### config.mk
export PLATFORM = sky130hd
export DESIGN_NAME = frame_byte_streamer
export DESIGN_NICKNAME = d
export VERILOG_FILES = /design/src/rtl/frame_stream_pkg.sv /design/src/rtl/frame_byte_streamer_byte_serializer.sv /design/src/rtl/frame_byte_streamer.sv
export SDC_FILE = /design/constraint.sdc
export NUM_CORES = 1
export LEC_CHECK = 0
export ABC_AREA = 1
export CAP_MARGIN = 20
export CORE_MARGIN = 1
export CORE_UTILIZATION = 46
export DETAILED_ROUTE_END_ITERATION = 12
export HOLD_SLACK_MARGIN = 0.03
export PLACE_DENSITY = 0.77
export SLEW_MARGIN = 40
export SYNTH_ARGS = -nofsm -noshare
export SYNTH_HDL_FRONTEND = slang
export SYNTH_SLANG_ARGS = --single-unit
### constraint.sdc
create_clock -name clk -period 1.9 [get_ports clk]
set_clock_uncertainty 0.05 [all_clocks]
set_input_delay 0.38 -clock clk [delete_from_list [all_inputs] [get_ports clk]]
set_output_delay 0.38 -clock clk [all_outputs]
set_load 0.01 [all_outputs]
### src/rtl/frame_stream_pkg.sv
`default_nettype none
// ------------------------------------------------------------------
// frame_stream_pkg: state encoding and framing constants for the streamer
// Rev 1.0
// ------------------------------------------------------------------
package frame_stream_pkg;

  typedef enum logic [2:0] {
    ST_IDLE     = 3'd0,
    ST_HDR      = 3'd1,
    ST_DATA     = 3'd2,
    ST_CSUM     = 3'd3,
    ST_WAIT_LOW = 3'd4
  } state_t;

  localparam int unsigned HDR_LEN  = 8;
  localparam int unsigned CSUM_LEN = 4;
  localparam logic [31:0] DEFAULT_MAGIC = 32'h55AA_F00F;

  // Number of 32-bit serializer loads needed to emit a fixed-length section.
  function automatic logic [1:0] words_of(input int unsigned nbytes);
    return 2'(nbytes / 4);
  endfunction

endpackage
`default_nettype wire

### src/rtl/frame_byte_streamer_byte_serializer.sv
`default_nettype none
// ------------------------------------------------------------------
// byte_serializer: one-word buffer emitting 4 bytes LSB-first over valid/ready
// Rev 1.0
// ------------------------------------------------------------------
module byte_serializer (
  input  logic        clk,
  input  logic        rst_n,
  input  logic [31:0] i_word,
  input  logic        i_load,
  output logic        o_load_rdy,
  output logic        o_full,
  output logic        o_last,
  output logic [7:0]  o_tx_data,
  output logic        o_tx_vld,
  input  logic        i_tx_rdy
);

  logic [23:0] r_upper;
  logic [1:0]  r_idx;
  logic [7:0]  r_tx_data;
  logic        r_tx_vld;
  logic        w_xfer;
  logic        w_last;
  logic        w_load;
  logic [7:0]  w_next_byte;

  assign w_xfer     = r_tx_vld & i_tx_rdy;
  assign w_last     = w_xfer & (r_idx == 2'd3);
  // A new word may overlap the final byte transfer so back-to-back words stream gap-free.
  assign o_load_rdy = ~r_tx_vld | w_last;
  assign w_load     = i_load & o_load_rdy;

  always_comb begin
    w_next_byte = r_upper[23:16];
    case (r_idx)
      2'd0:    w_next_byte = r_upper[7:0];
      2'd1:    w_next_byte = r_upper[15:8];
      default: w_next_byte = r_upper[23:16];
    endcase
  end

  always_ff @(posedge clk) begin
    if (!rst_n) begin
      r_upper   <= 24'd0;
      r_idx     <= 2'd0;
      r_tx_data <= 8'd0;
      r_tx_vld  <= 1'b0;
    end else if (w_load) begin
      r_upper   <= i_word[31:8];
      r_idx     <= 2'd0;
      r_tx_data <= i_word[7:0];
      r_tx_vld  <= 1'b1;
    end else if (w_xfer) begin
      if (r_idx == 2'd3) begin
        r_tx_vld <= 1'b0;
      end else begin
        r_idx     <= r_idx + 2'd1;
        r_tx_data <= w_next_byte;
      end
    end
  end

  assign o_full    = r_tx_vld;
  assign o_last    = w_last;
  assign o_tx_data = r_tx_data;
  assign o_tx_vld  = r_tx_vld;

endmodule
`default_nettype wire

### src/rtl/frame_byte_streamer.sv
`default_nettype none
// ------------------------------------------------------------------
// frame_byte_streamer: wraps a buffered word frame in header/checksum onto a byte link
// Rev 1.0
// ------------------------------------------------------------------
module frame_byte_streamer
  import frame_stream_pkg::*;
#(
  parameter logic [31:0] HDR_MAGIC = DEFAULT_MAGIC,
  parameter bit          CSUM_EN   = 1'b1
) (
  input  logic        clk,
  input  logic        rst_n,
  input  logic        i_frame_ready,
  input  logic [15:0] i_frame_size,
  input  logic [31:0] i_data,
  input  logic        i_vld,
  output logic        o_rdy,
  output logic [7:0]  o_tx_data,
  output logic        o_tx_vld,
  input  logic        i_tx_rdy,
  output logic        o_busy,
  output logic [15:0] o_seq,
  output logic [15:0] o_drop_cnt
);

  localparam logic [1:0] c_HDR_WORDS  = words_of(HDR_LEN);
  localparam logic [1:0] c_CSUM_WORDS = words_of(CSUM_LEN);

  state_t      r_state;
  state_t      w_state_nxt;
  state_t      w_after_body;
  logic        r_fr_prev;
  logic [15:0] r_size;
  logic [15:0] r_taken;
  logic [15:0] r_seq;
  logic [15:0] r_drop_cnt;
  logic [31:0] r_csum;
  logic [1:0]  r_sec_cnt;

  logic        w_rise;
  logic        w_start;
  logic        w_rdy;
  logic        w_ld_vld;
  logic        w_ld_rdy;
  logic [31:0] w_ld_word;
  logic        w_ser_full;
  logic        w_ser_last;

  assign w_rise       = i_frame_ready & ~r_fr_prev;
  assign w_start      = w_rise & (r_state == ST_IDLE);
  assign w_after_body = CSUM_EN ? ST_CSUM : ST_WAIT_LOW;

  always_ff @(posedge clk) begin
    if (!rst_n) begin
      r_state <= ST_IDLE;
    end else begin
      r_state <= w_state_nxt;
    end
  end

  // The serializer input word is muxed per section; r_sec_cnt counts words loaded in it.
  always_comb begin
    w_state_nxt = r_state;
    w_ld_vld    = 1'b0;
    w_ld_word   = i_data;
    w_rdy       = 1'b0;
    case (r_state)
      ST_IDLE: begin
        if (w_rise) w_state_nxt = ST_HDR;
      end
      ST_HDR: begin
        w_ld_word = (r_sec_cnt == 2'd0) ? HDR_MAGIC : {r_seq, r_size};
        w_ld_vld  = (r_sec_cnt < c_HDR_WORDS);
        if (w_ser_last && (r_sec_cnt == c_HDR_WORDS))
          w_state_nxt = (r_size == 16'd0) ? w_after_body : ST_DATA;
      end
      ST_DATA: begin
        w_rdy    = ~w_ser_full & (r_taken < r_size);
        w_ld_vld = i_vld & w_rdy;
        if (w_ser_last && (r_taken == r_size)) w_state_nxt = w_after_body;
      end
      ST_CSUM: begin
        w_ld_word = r_csum;
        w_ld_vld  = (r_sec_cnt < c_CSUM_WORDS);
        if (w_ser_last && (r_sec_cnt == c_CSUM_WORDS)) w_state_nxt = ST_WAIT_LOW;
      end
      ST_WAIT_LOW: begin
        if (!i_frame_ready) w_state_nxt = ST_IDLE;
      end
      default: w_state_nxt = ST_IDLE;
    endcase
  end

  always_ff @(posedge clk) begin
    if (!rst_n) begin
      r_fr_prev  <= 1'b0;
      r_size     <= 16'd0;
      r_taken    <= 16'd0;
      r_seq      <= 16'd0;
      r_drop_cnt <= 16'd0;
      r_csum     <= 32'd0;
      r_sec_cnt  <= 2'd0;
    end else begin
      r_fr_prev <= i_frame_ready;
      if (w_state_nxt != r_state) begin
        r_sec_cnt <= 2'd0;
      end else if (w_ld_vld && w_ld_rdy && (r_state != ST_DATA)) begin
        r_sec_cnt <= r_sec_cnt + 2'd1;
      end
      if (w_start) begin
        r_size  <= i_frame_size;
        r_seq   <= r_seq + 16'd1;
        r_csum  <= 32'd0;
        r_taken <= 16'd0;
      end else begin
        if (w_rise && (r_drop_cnt != 16'hFFFF)) r_drop_cnt <= r_drop_cnt + 16'd1;
        if (i_vld && w_rdy) begin
          r_taken <= r_taken + 16'd1;
          r_csum  <= r_csum + i_data;
        end
      end
    end
  end

  byte_serializer u_ser (
    .clk        (clk),
    .rst_n      (rst_n),
    .i_word     (w_ld_word),
    .i_load     (w_ld_vld),
    .o_load_rdy (w_ld_rdy),
    .o_full     (w_ser_full),
    .o_last     (w_ser_last),
    .o_tx_data  (o_tx_data),
    .o_tx_vld   (o_tx_vld),
    .i_tx_rdy   (i_tx_rdy)
  );

  assign o_rdy      = w_rdy;
  assign o_busy     = (r_state != ST_IDLE);
  assign o_seq      = r_seq;
  assign o_drop_cnt = r_drop_cnt;

endmodule
`default_nettype wire
==> results by group, run 1 <==
Synth
  – Syn Nets: about 1.5k
  – Cells after Synth: between 1k and 1.5k
  – Dominant synthesized flop cell: dfxtp_1
  – Netlist area before placement: between 9000 and 10000 µm²
  – Cells taking the most area after synthesis: dfxtp_1 (30%), nand2_1 (15%), ha_1 (7.8%)
  – Post-synth ARST share: 0%
  – Synthesized flop and latch total: between 100 and 150
  – Syn. warnings: 0
  – Share of the synthesized area in the top cell type: 29.9%
  – Yosys top cell by area: dfxtp_1
  – Sequential fraction of the synthesis area: ~30%
  – Number of enable flip-flop cells after synthesis: 0
  – Count of different cell masters after synthesis: 45
  – Post-Syn Area per Cell: about 6.5 µm²

Layout
  – Fraction of final layout cells with drive strength greater than 1: a little under a third
  – Growth of design area from synthesis to finish: 56.0%
  – Post-layout nets: around 1.8k
  – Final standard cell utilization of the core: 73.3%
  – Total inserted antenna cells: 0

Worst setup path
  – Endpoint class of the critical path: flop
  – Most numerous cell on the critical path: nand2_2
  – Maximum single-stage delay on the critical path: around 0.33 ns
  – Kind of start point of the critical path: flop
  – Largest fanout on the critical path: 6
  – Launch point of the worst reg-to-reg path: r_size[15]$_SDFFE_PN0P_
  – Worst Path Required: 2.21 ns
  – Standard cell with the maximum stage delay on the critical path: dfxtp_2
  – Arr. time, crit path: 2.68 ns
  – Launching element of the worst setup path: r_size[15]$_SDFFE_PN0P_
  – Worst setup path class: reg -> reg
  – Cell-by-cell trace of the critical path: inv_2 > ha_4 > nand2_2 > nand2_2 > nor2_1 > o21ai_1 > nor2_2 > buf_4 > nand3_4 > inv_8 > buf_8 > buf_12 > buf_16 > nand2_4 > a21oi_2

Clock tree
  – Clk root buf: clkbuf_16
  – CTS Sinks: 137
  – H-tree level count: 4
  – Count of hold-fix buffers inserted at cts: 0
  – Buffer depth of the longest clock path: 2
  – TritonCTS clock tree: done
  – Clock transition at the register clock pins on the worst setup and hold paths after CTS: 0.07 ns
  – Clock latency of the later-clocked register in the worst-skew pair: between 0.4 and 0.5 ns
  – Number of clock buffers inserted by TritonCTS: 17

Timing
  – Post-layout worst setup margin: -0.470 ns
  – Number of endpoints failing setup at the final stage: 87
  – Post-route clock period utilization: 125%
  – Post-route minimum period: approximately 2.4 ns
  – Final hold viol count: 0
  – Relative slew slack: 56.2%
  – Max-slew violation total from the final report: 0
  – Setup repair after global routing missed its margin: true
  – Highest attainable clock frequency: around 0.42 GHz
  – Total Negative Setup Slacks: -22.60 ns
  – Transition at the pin with the smallest max-transition slack: ~0.66 ns

GRT
  – Met3 usage: 6.17%
  – Initial antenna violation count: 0
  – Maximum number of pins on one net before global-route repair: 55
  – Total congestion overflow after global routing: 0
  – Total routing resource utilization after global routing: ~34%
  – Via count of the first global-routing pass: roughly 10k
  – Global-route wire length before repair: 53.8 mm
  – Met1 routing resource usage after global routing: around 45%
  – Gr busiest metal: met2
  – Met2 usage: between 50% and 60%

Pwr
  – Sequential share of power: a little under two fifths
  – Worst voltage drop across the vdd grid: 754 µV
  – Clock share of power: about two fifths
  – P_leak: approximately 6.5 nW
  – Internal power component: between 5 and 6 mW
  – Sw Ratio: approximately 33%
  – Combinational fraction of design power: 23.6%
  – Net load switching power: 2.74 mW
  – P per Cell Area: roughly 580 nW/µm²

Run
  – Max-Cap Viols: 0

Drt
  – Vias per std cell: approximately 5.8
  – Total Wirelength: 38.9 mm
  – Per-cell routed wire length: approximately 19 µm
  – Total via count after detailed routing: around 12k
  – DRC violation total after the first TritonRoute iteration: between 1k and 1.5k
  – First-pass iteration count of the detailed router: 5
  – DRC errors left: 0
  – DRT antenna net count: 0

Floorplanning
  – Die outline area: 20500 µm²
  – Number of ports placed on the die boundary: 96
  – Number of cell rows: 51
  – Vert. Die Dim: 143 µm
  – Die Wd: ~140 µm
  – Area of the core region: ~20000 µm²
  – Initial standard-cell utilization of the core: between 40% and 50%

Worst hold path
  – Worst hold path type: in -> reg
  – Origin of the worst min-delay path: rst_n

Placed design
  – Setup Slack @ Placement: -0.633 ns
  – Quantity of I/O buffers inserted on ports: 95
  – Routability-driven placement congestion ratio: 0.977
  – Half-perimeter wire length after detailed placement: around 24 mm

Outcome
  – Failing checks: negative setup slack
  – Run status: complete, but fails checks
cell type report:
class | instances | area (µm²)
timing repair buffer | 347 | 3360
fill | 1398 | 5210
multi-input combinational | 1042 | 6560
inverter | 189 | 729
clock inverter | 15 | 136
sequential | 137 | 2780
tap | 265 | 332
clock buffer | 17 | 425
flip-flops by register name, indices dropped and copies added, names as in the netlist, 2 cells and up:
signal,flops
o_drop_cnt,16
u_ser.o_tx_data,8
r_taken,16
r_sec_cnt,2
o_seq,16
r_size,16
u_ser.r_upper,24
u_ser.r_idx,2
r_csum,32
r_state,3
path summary, 6_finish.rpt:
kind	endpoint	slack, ns	cells after the start
worst min register to register	u_ser.r_upper[6]$_SDFFE_PN0N_	0.40	2
worst min-delay path	o_seq[2]$_SDFFE_PN0P_	0.26	3
worst max register to register	r_taken[8]$_SDFFE_PP0P_	-0.47	15
worst max-delay path	r_taken[8]$_SDFFE_PP0P_	-0.47	15
power groups by stage:
| stage | combinational (mW) | clock [mW] | sequential, mW |
|---|---|---|---|
| after floorplan | 0.737 | 0 | 3.12 |
| after global placement | 1.49 | 0 | 3.12 |
| after detailed placement | 1.51 | 0 | 3.12 |
| after CTS | 1.67 | 3.26 | 3.07 |
| after global routing | 2.08 | 3.41 | 3.08 |
| final | 1.97 | 3.30 | 3.07 |
metrics by stage:
step	hold WS, ns	total power [mW]	cells	area [µm²]
finish	0.257	8.34	2012	14300
global route	0.273	8.57	2012	14300
CTS	0.254	7.99	2002	13500
detailed placement	0.396	4.63	1943	12000
global placement	0.390	4.61	1943	12000
floorplan	0.377	3.86	1411	9180
metal layers:
metal,up-vias,wire (µm)
met2,752,18000
met3,206,4270
met4,0,1980
met1,5374,14700
met5,-,0
li1,5290,-
layout by cell type (no fill, tap or decap), drive strengths merged, types with 2 or more instances in the layout:
cell,count
a21boi,2
a21oi,145
a221oi,22
and2,2
buf,250
clkbuf,20
clkdlybuf4s50,77
clkinv,11
clkinvlp,2
dfxtp,137
dlymetal6s2s,14
ha,57
inv,191
nand2,377
nand3,76
nand3b,8
nand4,17
nor2,134
nor3,31
nor3b,3
nor4,5
o211ai,7
o21a,8
o21ai,91
o21bai,5
o221ai,9
xnor2,19
xor2,19
worst max-delay path, delay by kind of cell, from the launching register on:
family	cells	cell delay, ns
AO/OA/AOI/OAI	2	0.35
adder cells (fa/ha/maj)	1	0.25
buffers and inverters	6	0.68
flip-flops	1	0.33
AND/OR/NAND/NOR	6	0.60
logic make-up (layout without fill, tap and decap cells):
kind of cell,count (synthesis),count (layout),synth area share [%]
simple gates,653,653,30.3
flops,137,137,29.9
fa+ha+maj,58,58,7.99
xor+xnor,38,38,3.63
compound gates,293,293,18.1
buf+inv,232,568,10.1
Yosys cell counts, drive strengths merged, types with 17 or more instances:
library cell	n
inv	185
xnor2	19
dfxtp	137
nor3	31
a21oi	145
nand4	17
a221oi	22
nand3	76
nand2	377
o21ai	91
nor2	134
ha	57
clkbuf	23
xor2	19
buf	20
timing repair:
item                       CTS  global route
gates resized for setup    148           207
pin swaps                   30            46
cloned                      10             3
setup buffers               18            18
setup endpoints to repair   88           108
Note: power is estimated with default switching activity, not from simulation.
==> inputs of run 2 (changes only) <==
--- a/config.mk
+++ b/config.mk
@@ -7,8 +7,8 @@
 export LEC_CHECK = 0
 export ABC_AREA = 1
 export CAP_MARGIN = 20
-export CORE_MARGIN = 1
 export CORE_UTILIZATION = 46
+export CTS_CLUSTER_DIAMETER = 150
 export DETAILED_ROUTE_END_ITERATION = 12
 export HOLD_SLACK_MARGIN = 0.03
 export PLACE_DENSITY = 0.77
==> results of run 2 <==
No change in the layout: final DEF, timing and power equal those of run 1.
==> inputs of run 3 (changes only) <==
--- a/config.mk
+++ b/config.mk
@@ -6,12 +6,13 @@
 export NUM_CORES = 1
 export LEC_CHECK = 0
 export ABC_AREA = 1
+export ABC_CLOCK_PERIOD_IN_PS = 1900
 export CAP_MARGIN = 20
-export CORE_UTILIZATION = 46
+export CORE_UTILIZATION = 38
 export CTS_CLUSTER_DIAMETER = 150
 export DETAILED_ROUTE_END_ITERATION = 12
 export HOLD_SLACK_MARGIN = 0.03
-export PLACE_DENSITY = 0.77
+export PLACE_DENSITY = 0.67
 export SLEW_MARGIN = 40
 export SYNTH_ARGS = -nofsm -noshare
 export SYNTH_HDL_FRONTEND = slang
==> run 3 against run 2 <==
The flow still finishes with violations (negative setup slack). Hold slack improved by 0.15 ns. First-iteration DRC count fell by 28%. Cell count rose by 2.3%. Total power rose by 7.0%. Register-to-register slack improved by 0.18 ns. Wire length fell by 9.6%. Die area rose by 21%. Fmax rose by 8.4%. Combinational power fell by 4%. Design area rose by 2.9%. Global-route usage fell by 7.4 points. Largest cell class unchanged. Largest power group unchanged.
==> results by group, run 3 (same netlist as run 1, synthesis figures left out) <==
Layout
  – Number of standard cells in the layout, taps in and fillers out: 2058 (+2.3%)
  – Leading cell type in the layout, fill and taps excluded: nand2_1
  – Leading cell types in the layout, fill and taps excluded: nand2_1 (319), buf_4 (202), inv_1 (163)
  – Layout fillers: 1973 (+41%)
  – Total inserted antenna cells: 0 (unchanged)
  – Final standard cell utilization of the core: 62.5% (-11 points)
  – Post-layout nets: 1837 (-0.43%)
  – Growth of design area from synthesis to finish: 60.5%
  – Top flop regs: r_csum: 32 flops, u_ser.r_upper: 24 flops
  – Largest register by flop count: r_csum
  – Fraction of final layout cells with drive strength greater than 1: 32.8% (+2.3 points)
  – Max reg flops: 32 (unchanged)

Clock tree
  – Clk root buf: clkbuf_16
  – Clock transition at the register clock pins on the worst setup and hold paths after CTS: 0.06 ns (about the same)
  – Clock latency of the later-clocked register in the worst-skew pair: 0.44 ns (-0.02 ns)
  – H-tree level count: 4 (unchanged)
  – Number of clock buffers inserted by TritonCTS: 17 (unchanged)
  – TritonCTS clock tree: done
  – Buffer depth of the longest clock path: 2 (unchanged)
  – Count of hold-fix buffers inserted at cts: 0 (unchanged)
  – CTS Sinks: 137 (unchanged)

Timing
  – Transition at the pin with the smallest max-transition slack: 0.533 ns (-0.124 ns)
  – Total Negative Setup Slacks: -16.26 ns (+6.34 ns)
  – Post-route minimum period: 2.19 ns (-0.184 ns)
  – Setup repair after global routing missed its margin: true
  – Post-route clock period utilization: 115% (-9.7 points)
  – Number of endpoints failing setup at the final stage: 86 (-1.1%)
  – Max-slew violation total from the final report: 0 (unchanged)
  – Relative slew slack: 64.5% (+8.3 points)
  – Final hold viol count: 0 (unchanged)
  – Post-layout worst setup margin: -0.286 ns (+0.184 ns)
  – Hold_ws: 0.403 ns (+0.146 ns)
  – Highest attainable clock frequency: 0.457 GHz (+8.4%)

Outcome
  – Run status: complete, but fails checks
  – Failing checks: negative setup slack

Drt
  – First-pass iteration count of the detailed router: 6 (+1)
  – DRC errors left: 0 (unchanged)
  – Total via count after detailed routing: 11.1k (-4.2%)
  – Per-cell routed wire length: 17.1 µm (-12%)
  – Total Wirelength: 35.2 mm (-9.6%)
  – DRT antenna net count: 0 (unchanged)
  – DRC violation total after the first TritonRoute iteration: 1074 (-28%)
  – Vias per std cell: 5.41 (-6.3%)

Placed design
  – Quantity of I/O buffers inserted on ports: 95 (unchanged)
  – Inst Count DP: 1998 (+2.8%)
  – Routability-driven placement congestion ratio: 0.964 (-1.3%)
  – Half-perimeter wire length after detailed placement: 24.3 mm (+3.0%)

Pwr
  – Worst voltage drop across the vdd grid: 548 µV (-27%)
  – P per Cell Area: 606 nW/µm² (+4.0%)
  – P_leak: 6.45 nW (-0.21%)
  – Total chip power: 8.93 mW (+7.0%)

Worst hold path
  – Worst hold path type: in -> reg

Worst setup path
  – Standard cell with the maximum stage delay on the critical path: dfxtp_2
  – Largest fanout on the critical path: 9 (+3)
  – Kind of start point of the critical path: flop
  – Maximum single-stage delay on the critical path: 0.33 ns (about the same)
  – Worst setup path class: reg -> reg
  – Worst Path Required: 2.16 ns (-0.05 ns)
  – Cell-by-cell trace of the critical path: inv_1 > ha_1 > nand2_1 > nand2_1 > nand3_2 > nand3_2 > nand2_2 > buf_4 > nand3_4 > buf_12 > nand2_8 > nand2_8 > inv_8 > buf_12 > nand2_1 > nand2_1 > nor2_1
  – Arr. time, crit path: 2.45 ns (-0.23 ns)
  – Most numerous cell on the critical path: nand2_1
  – Endpoint class of the critical path: flop

GRT
  – Maximum number of pins on one net before global-route repair: 68 (+24%)
  – Global-route wire length before repair: 51.5 mm (-4.3%)
  – Initial antenna violation count: 0 (unchanged)
  – Total routing resource utilization after global routing: 27.1% (-7.4 points)
  – Total congestion overflow after global routing: 0 (unchanged)
  – Via count of the first global-routing pass: 10.1k (-3.1%)

Floorplanning
  – Area of the core region: 23500 µm² (+21%)
  – Die outline area: 24800 µm² (+21%)
  – Number of ports placed on the die boundary: 96 (unchanged)
  – Vert. Die Dim: 157 µm (+9.9%)
  – Initial standard-cell utilization of the core: 39.0% (-8.0 points)
  – Die Wd: 157 µm (+9.9%)
  – Number of cell rows: 56 (+9.8%)

Run
  – Max-Cap Viols: 0 (unchanged)
-- run 3: cell types whose count changed in the layout (fill, tap and decap cells not counted), sizes merged, moves of 4 or more --
cell           change
bufinv             +6
clkinv             -6
clkbuf             +5
inv                -5
dlygate4sd2        +4
buf                -7
clkdlybuf4s50      -4
-- run 3: repair_timing --
| action | CTS | global route |
|---|---|---|
| gates resized for setup | 176 | 231 |
| pin swaps | 26 | 60 |
| setup buffers | 14 | 9 |
| gates cloned | 9 | 3 |
| setup endpoints to repair | 89 | 103 |
| endpoints found under the hold margin | 0 | 0 |
-- run 3: metal layers --
layer	GRT usage, %	wire length [µm]	part of all wire (%)	up-vias
met5	0	0	0	-
met4	10.2	1170	3.3	0
met3	5.01	2960	8.4	96
met2	42.1	16100	46	512
met1	36.9	15000	43	5233
li1	-	-	-	5294
-- run 3: final timing paths --
path | from | to | slack (ns) | cells past startpoint
worst max-delay path | r_size[1]$_SDFFE_PN0P_ | u_ser.r_upper[3]$_SDFFE_PN0N_ | -0.29 | 17
worst min-delay path | rst_n | u_ser.r_upper[14]$_SDFFE_PN0N_ | 0.40 | 4
worst max register to register | r_size[1]$_SDFFE_PN0P_ | u_ser.r_upper[3]$_SDFFE_PN0N_ | -0.29 | 17
worst min register to register | u_ser.r_upper[6]$_SDFFE_PN0N_ | u_ser.r_upper[6]$_SDFFE_PN0N_ | 0.42 | 2
-- run 3: per-stage QoR --
stage / area [µm²] / setup slack, ns
2_1_floorplan: 9180 / 0.00733
3_3_place_gp: 12100 / -0.640
3_5_place_dp: 12100 / -0.668
4_1_cts: 13700 / -0.252
5_1_grt: 14700 / -0.353
6_report: 14700 / -0.286
-- run 3: final cells by class --
cell class / count / area, µm² / share of cell area (%)
Multi-Input combinational cell: 1042 / 6850 / 46.5
Timing Repair Buffer: 339 / 3280 / 22.3
Sequential cell: 137 / 2780 / 18.9
Inverter: 189 / 736 / 5.00
Clock buffer: 22 / 474 / 3.22
Tap cell: 319 / 399 / 2.71
Clock inverter: 10 / 213 / 1.44
-- run 3: critical path: cells and delay by family (launching register included) --
family,cells,cell delay [ns]
AND/OR/NAND/NOR,11,0.86
buffers and inverters,5,0.54
flip-flops,1,0.33
adder cells (fa/ha/maj),1,0.31
-- run 3: where the power goes --
group	switching, mW	internal (mW)
logic	1.04	0.862
registers	0.0704	3.00
clock network	1.37	2.58
total	2.48	6.44
